<file path="config.mk">
export PLATFORM = sky130hd
export DESIGN_NAME = spi_command_framer
export DESIGN_NICKNAME = d
export VERILOG_FILES = /design/src/rtl/spi_command_framer.sv
export SDC_FILE = /design/constraint.sdc
export NUM_CORES = 1
export LEC_CHECK = 0
export CORE_ASPECT_RATIO = 0.8
export CORE_MARGIN = 1
export CORE_UTILIZATION = 40
export DETAILED_ROUTE_END_ITERATION = 12
export GPL_TIMING_DRIVEN = 1
export PLACE_DENSITY_LB_ADDON = 0.3
export SYNTH_ARGS = -nofsm -noshare
export SYNTH_HDL_FRONTEND = slang
export SYNTH_SLANG_ARGS = --single-unit
</file>
<file path="constraint.sdc">
create_clock -name clock_in -period 2 [get_ports clock_in]
set_clock_uncertainty 0.15 [all_clocks]
set_input_delay 0.6 -clock clock_in [delete_from_list [all_inputs] [get_ports clock_in]]
set_output_delay 0.6 -clock clock_in [all_outputs]
set_load 0.01 [all_outputs]
</file>
<file path="src/rtl/spi_command_framer.sv">
// Frames a chip-select delimited SPI byte stream into opcode/operand strobes
// for the graphics command block. All outputs are registered.
module spi_command_framer #(
    parameter int unsigned MAX_OPERANDS = 65535,
    parameter int unsigned COUNT_WIDTH  = 32
) (
    input  logic                   clock_in,
    input  logic                   reset_in,
    input  logic                   cs_active_in,
    input  logic [7:0]             byte_in,
    input  logic                   byte_valid_in,
    output logic [7:0]             op_code_out,
    output logic                   op_code_valid_out,
    output logic [7:0]             operand_out,
    output logic                   operand_valid_out,
    output logic [COUNT_WIDTH-1:0] operand_count_out,
    output logic                   overflow_out,
    output logic                   frame_done_out
);
    typedef enum logic [1:0] {IDLE, WAIT_OPCODE, OPERANDS, OVERFLOW} state_t;

    localparam logic [COUNT_WIDTH-1:0] MAX_CNT = COUNT_WIDTH'(MAX_OPERANDS);

    state_t                 r_state, w_state_nxt;
    logic                   r_armed;
    logic [7:0]             r_op_code, w_op_code_nxt;
    logic                   r_op_valid, w_op_valid_nxt;
    logic [7:0]             r_operand, w_operand_nxt;
    logic                   r_operand_valid, w_operand_valid_nxt;
    logic [COUNT_WIDTH-1:0] r_count, w_count_nxt;
    logic                   r_overflow, w_overflow_nxt;
    logic                   r_done, w_done_nxt;
    logic                   w_take_opcode;

    // An opcode can land straight from IDLE so a one-cycle cs gap costs no extra cycle.
    assign w_take_opcode = cs_active_in && byte_valid_in &&
                           ((r_state == IDLE && r_armed) || r_state == WAIT_OPCODE);

    always_comb begin
        w_state_nxt         = r_state;
        w_op_code_nxt       = r_op_code;
        w_op_valid_nxt      = r_op_valid;
        w_operand_nxt       = r_operand;
        w_operand_valid_nxt = 1'b0;
        w_count_nxt         = r_count;
        w_overflow_nxt      = r_overflow;
        w_done_nxt          = 1'b0;

        if (w_take_opcode) begin
            w_op_code_nxt  = byte_in;
            w_op_valid_nxt = 1'b1;
            w_count_nxt    = '0;
            w_state_nxt    = OPERANDS;
        end else begin
            case (r_state)
                IDLE: begin
                    if (cs_active_in && r_armed)
                        w_state_nxt = WAIT_OPCODE;
                end
                WAIT_OPCODE: begin
                    if (!cs_active_in)
                        w_state_nxt = IDLE;
                end
                OPERANDS, OVERFLOW: begin
                    if (!cs_active_in) begin
                        w_state_nxt    = IDLE;
                        w_op_valid_nxt = 1'b0;
                        w_count_nxt    = '0;
                        w_overflow_nxt = 1'b0;
                        w_done_nxt     = 1'b1;
                    end else if (byte_valid_in && r_state == OPERANDS) begin
                        if (r_count >= MAX_CNT) begin
                            w_state_nxt    = OVERFLOW;
                            w_overflow_nxt = 1'b1;
                        end else begin
                            w_operand_nxt       = byte_in;
                            w_count_nxt         = r_count + COUNT_WIDTH'(1);
                            w_operand_valid_nxt = 1'b1;
                        end
                    end
                end
                default: w_state_nxt = IDLE;
            endcase
        end
    end

    // r_armed blocks a frame already in progress when reset is released.
    always_ff @(posedge clock_in or posedge reset_in) begin
        if (reset_in) begin
            r_state <= IDLE;
            r_armed <= 1'b0;
        end else begin
            r_state <= w_state_nxt;
            if (!cs_active_in)
                r_armed <= 1'b1;
        end
    end

    always_ff @(posedge clock_in or posedge reset_in) begin
        if (reset_in) begin
            r_op_code       <= '0;
            r_op_valid      <= 1'b0;
            r_operand       <= '0;
            r_operand_valid <= 1'b0;
            r_count         <= '0;
            r_overflow      <= 1'b0;
            r_done          <= 1'b0;
        end else begin
            r_op_code       <= w_op_code_nxt;
            r_op_valid      <= w_op_valid_nxt;
            r_operand       <= w_operand_nxt;
            r_operand_valid <= w_operand_valid_nxt;
            r_count         <= w_count_nxt;
            r_overflow      <= w_overflow_nxt;
            r_done          <= w_done_nxt;
        end
    end

    assign op_code_out       = r_op_code;
    assign op_code_valid_out = r_op_valid;
    assign operand_out       = r_operand;
    assign operand_valid_out = r_operand_valid;
    assign operand_count_out = r_count;
    assign overflow_out      = r_overflow;
    assign frame_done_out    = r_done;
endmodule

</file>
* Word-level counts from Yosys, hierarchy flattened *
Index checks and enable logic that the tools add are counted.

storage, ports and cells
  bits in registers = 55
  input bits = 12
  output and inout bits = 52
  logic and storage cells = 65

operators by class
  add/subtract/negate cells = 1
  order comparisons = 1
  equal/unequal tests = 12
  mux-type cells = 26
  bitwise operators = 2
  reductions and logical operators = 14

operator list
  kind                   number
  $mux 32                5
  $add 32x1->32 const B  1
  $ge 32x16->1 const B   1
  $mux 1                 14
  $mux 2                 6
  $ne 4x4->1 const B     2
  $reduce_and 4->1       2
  $ne 2x1->1 const B     3
  $ne 3x3->1 const B     2
  $pmux 2 s3             1
  $logic_and 1x1->1      5
  $reduce_and 5->1       1
  $eq 2x2->1 const B     2
  $ne 3x1->1 const B     1
  $ne 3x2->1 const B     1
  $reduce_and 3->1       1
  $eq 2x1->1 const B     1
  $logic_not 2->1        1
  $not 1->1              2
  $reduce_and 2->1       1
  $reduce_bool 2->1      1
  $reduce_or 2->1        1
  $logic_or 1x1->1       1

* Longest topological paths before layout *
Gate-level depths: netlist of run 1.

  depth in word-level cells = 6
  depth in mapped cells = 7
  depth with buffers taken out = 6

* Least setup slack after synthesis of run 1 *
Ideal clock, no wire load.

  path kind = register to register
  start = reg r_count[19] (netlist: operand_count_out[19])
  end = reg r_count[15] (netlist: operand_count_out[15])
  setup time = 78 ps
  data arrival time = 1,938 ps
  required time = 1,772 ps
  setup slack = -166 ps
  cell stages (with the launch flop) = 6
  buffers on the path = 0
  period minus slack after synthesis = 2,166 ps
  path through = dfrtp_1 -> nor4_4 -> nand4_2 -> nor4_4 -> or4b_1 -> a21oi_1

between the ends
  cells in the longest elaborated chain, start to end = 3

RTL lines
  item                               RTL line  source
  start, declared                    30        logic [COUNT_WIDTH-1:0] r_count, w_count_nxt;
  start signal, assigned             113       r_count <= w_count_nxt;
  $ge 32x16->1                       72        if (r_count >= MAX_CNT) begin
  $ne 3x3->1 (no source line)        -
  $reduce_and 3->1 (no source line)  -

No other way between the ends.
A chain may end at the register's enable or synchronous reset.

* Worst setup path in the final report of run 1 *
  start = reg r_count[30] (netlist: operand_count_out[30])
  end = reg r_count[10] (netlist: operand_count_out[10])

Same word-level chain as after synthesis.

==> results of run 1 <==
worst paths after layout:
| kind | start | to | cells past startpoint |
|---|---|---|---|
| worst max-delay path | operand_count_out[30]$_DFFE_PP0P_ | operand_count_out[10]$_DFFE_PP0P_ | 5 |
| worst min-delay path | op_code_valid_out$_DFFE_PP0P_ | op_code_valid_out$_DFFE_PP0P_ | 2 |
| worst max register to register | operand_count_out[30]$_DFFE_PP0P_ | operand_count_out[10]$_DFFE_PP0P_ | 5 |
| worst min register to register | op_code_valid_out$_DFFE_PP0P_ | op_code_valid_out$_DFFE_PP0P_ | 2 |
| max in group asynchronous | reset_in | frame_done_out$_DFF_PP0_ | 3 |
| min in group asynchronous | reset_in | operand_count_out[20]$_DFFE_PP0P_ | 3 |
power by group:
group | switching, mW | total, mW | internal [mW]
Clock | 0.369 | 0.614 | 0.246
Sequential | 0.0451 | 1.25 | 1.20
Combinational | 0.223 | 0.516 | 0.293
placed cells by master (no fill, tap or decap), types with 2 or more instances in the layout:
master,Yosys,layout
a21oi_1,12,6
a21oi_2,0,6
a31o_2,2,2
a41o_2,2,2
and2_1,14,14
and3_1,4,4
buf_12,0,2
buf_4,0,73
buf_6,0,4
clkbuf_8,0,5
clkdlybuf4s50_1,0,21
clkinvlp_4,0,2
dfrtp_1,55,55
dlygate4sd2_1,0,32
dlymetal6s2s_1,0,9
inv_1,5,4
mux2_2,17,17
nand2_1,13,13
nand2b_1,5,5
nand3_1,8,8
nand4_1,3,3
nor2_1,12,11
nor4_4,5,7
o21ai_0,5,3
o31ai_1,4,4
or4_4,0,6
sequential cells by signal (all words and copies together), names as in the netlist:
register           flops
frame_done_out         1
operand_valid_out      1
r_state                2
r_armed                1
overflow_out           1
op_code_out            8
operand_count_out     32
operand_out            8
op_code_valid_out      1
worst max-delay path, delay by kind of cell (launching register included):
kind               cells  cell delay [ps]
DFF                    1              420
and+or+nand+nor        4             1340
AOI/OAI and AO/OA      1              170
metrics by stage:
step	cell area, sq um	std cells	utilization, %	setup slack (ps)
2_1_floorplan	2430	202	-	-71.8
3_3_place_gp	3660	406	64.8	-610
3_5_place_dp	3660	406	64.8	-666
4_1_cts	3840	423	68.0	-113
5_1_grt	4010	427	70.9	-223
6_report	4010	427	70.9	-139
kinds of logic after synthesis:
family	after synthesis	synth area share, %
multiplexers	18	8.32
AND/OR/NAND/NOR	85	23.6
XOR/XNOR	1	0.362
AO/OA/AOI/OAI	33	8.84
buffers and inverters	9	1.45
flip-flops	55	56.9
adder cells (fa/ha/maj)	1	0.517
what timing repair did:
action / 4_1_cts / 5_1_grt
gates cloned: 1 / 0
endpoints found under the setup margin: 80 / 42
gates resized for setup: 47 / 32
pin swaps: 13 / 5
buffers inserted: 9 / 4
endpoints found under the hold margin: 0 / 0
cell type report:
type                    count  area, sq um
fillers                   451         1640
flip-flops and latches     55         1380
repair buffers            142         1250
multi-input cells         139         1180
well taps                  78         97.6
clock buffers               6         72.6
inverters                   5         22.5
clock inverters             2         12.5
metal layers:
layer | routed length (microns) | share of wire, % | vias to the layer above | GRT usage, %
li1 | - | - | 1036 | -
met2 | 3300 | 49 | 55 | 34.4
met3 | 256 | 3.8 | 13 | 3.80
met5 | 0 | 0 | - | 0
met4 | 116 | 1.7 | 0 | 6.17
met1 | 3070 | 45 | 1097 | 29.8
==> impl_summary.txt, run 1 <==
----------------------------------------------------
[Critical path]
  Kind of capture point of the worst setup path ... flop
  Critical path start-end classification ... reg2reg
  Slowest cell on the critical path ... or4_4
  Crit start category ... flop
  CP required ... 2100 ps
  Max FO, Critical Path ... 4
  Delay of the slowest critical-path stage ... 530 ps
  Worst setup slack for register-to-register paths ... -140 ps
  CP Data Arrival Time ... 2240 ps
  Ordered list of cells on the worst path ... nor4_4 -> and4_4 -> nand3_2 -> or4_4 -> a21oi_2

[STA]
  Final setup margin ... -139 ps
  RSZ-0062 raised after global routing ... true
  Min Tclk post-route ... 2140 ps
  Slew HR ... 75.7%
  Max-slew violation count ... 0
  Highest Clock Rate ... 467 MHz
  Final Hold Slack ... 350 ps
  Slew of the pin with the lowest slew margin ... 361 ps
  Sum of negative setup slack ... -2080 ps
  Number of hold violations in the final report ... 0
  Final-report setup violation count ... 22
  Fin crit share ... 107%

[Power and ir drop]
  Power Density ... 594 mW/mm^2
  Peak supply drop ... 0.337 mV
  Lkg Pwr ... 2.06 nW
  Overall Power ... 2.38 mW

[Status]
  Status ... finished with violations
  Violated checks ... setup timing

[Synth]
  Sequential cell area fraction in the yosys report ... 56.9%
  Top cells by instance count after synthesis ... dfrtp_1 (55), mux2_2 (17), and2_1 (14)
  Synth unique cells ... 43
  Yosys warning count ... 0
  Cell with the most instances after synthesis ... dfrtp_1
  Most area-hungry cell type in the Yosys netlist ... dfrtp_1
  Nets in the synthesized netlist ... 215
  Post-Synthesis Cell Area ... 0.00242 sq mm
  Leading cell types by total area after synthesis ... dfrtp_1 (57%), mux2_2 (7.9%), nor4_4 (4.4%)
  Post-Syn Area per Cell ... 12.0 sq um
  Post-synthesis sequential element count ... 55
  Post-synth EDFFs ... 0
  Synth Flop Type ... dfrtp_1
  Top cell type's share of synthesized area ... 56.9%
  Asr flop ratio synth ... 100%
  Synth Instances ... 202

[Place]
  Port-buffer cells ... 63
  Routability congestion estimate ... 0.792
  Post-DP HPWL ... 4460 microns

[Global routing]
  Aggregate global-route resource usage ... 21.3%
  Wire length of the first global-routing pass ... 10,300 microns
  Number of global-route vias before repair ... 2,179
  Initial antenna violation count ... 0
  Grt ovf ... 0
  Largest net degree at the start of global routing ... 56

[Floorplanning]
  Die area ... 0.00637 sq mm
  Number of top-level pins ... 64
  Die Ht ... 71.6 microns
  Width of the die ... 89.0 microns
  Core Rows ... 24
  Placeable core region ... 0.00565 sq mm
  Effective utilization at floorplan ... 42.9%

[Layout]
  Fraction of layout instances using a drive strength above 1 ... 41.3%
  Area growth syn-to-layout ... 65.5%
  Final nets ... 361
  Antenna cell count ... 0

[Clock tree]
  TritonCTS clock tree ... yes
  CTS H-tree depth ... 2
  Clock-pin transition on the worst setup and hold timing paths ... 110 ps
  Clock sink count ... 55
  Inserted Clock Buffers ... 5
  Insertion delay of the later-clocked pin in the worst-skew pair ... 320 ps
  Deepest clock path buffer count ... 2
  Hold-fix buffers at CTS ... 0
  Root buffer cell ... clkbuf_8

[Detailed routing]
  Drt drc ... 0
  Number of DRC markers in iteration 0 ... 67
  Number of search-and-repair iterations in the first detailed-routing pass ... 4
  Total length of routed wires ... 6750 microns
  Detailed-route vias per instance ... 5.15
  DR vias ... 2,201
  Remaining antenna violation count after routing ... 0
  Average detailed-routed wire length per instance ... 15.8 microns

[Run]
  Maximum capacitance violations ... 0

[Worst hold path]
  Min-delay worst type ... reg2reg

----------------------------------------------------
No activity file was read; power rests on OpenSTA's default activity.
==> run 2, diff against run 1 <==
--- a/config.mk
+++ b/config.mk
@@ -6,7 +6,6 @@
 export NUM_CORES = 1
 export LEC_CHECK = 0
 export CORE_ASPECT_RATIO = 0.8
-export CORE_MARGIN = 1
 export CORE_UTILIZATION = 40
 export DETAILED_ROUTE_END_ITERATION = 12
 export GPL_TIMING_DRIVEN = 1
==> results of run 2 <==
The final DEF is identical to that of run 1; final timing and power are the same.
==> run 3, diff against run 2 <==
--- a/config.mk
+++ b/config.mk
@@ -5,9 +5,11 @@
 export SDC_FILE = /design/constraint.sdc
 export NUM_CORES = 1
 export LEC_CHECK = 0
+export CAP_MARGIN = 20
 export CORE_ASPECT_RATIO = 0.8
 export CORE_UTILIZATION = 40
 export DETAILED_ROUTE_END_ITERATION = 12
+export GPL_ROUTABILITY_DRIVEN = 1
 export GPL_TIMING_DRIVEN = 1
 export PLACE_DENSITY_LB_ADDON = 0.3
 export SYNTH_ARGS = -nofsm -noshare
==> results of run 3 <==
The final DEF is identical to that of run 1; final timing and power are the same.
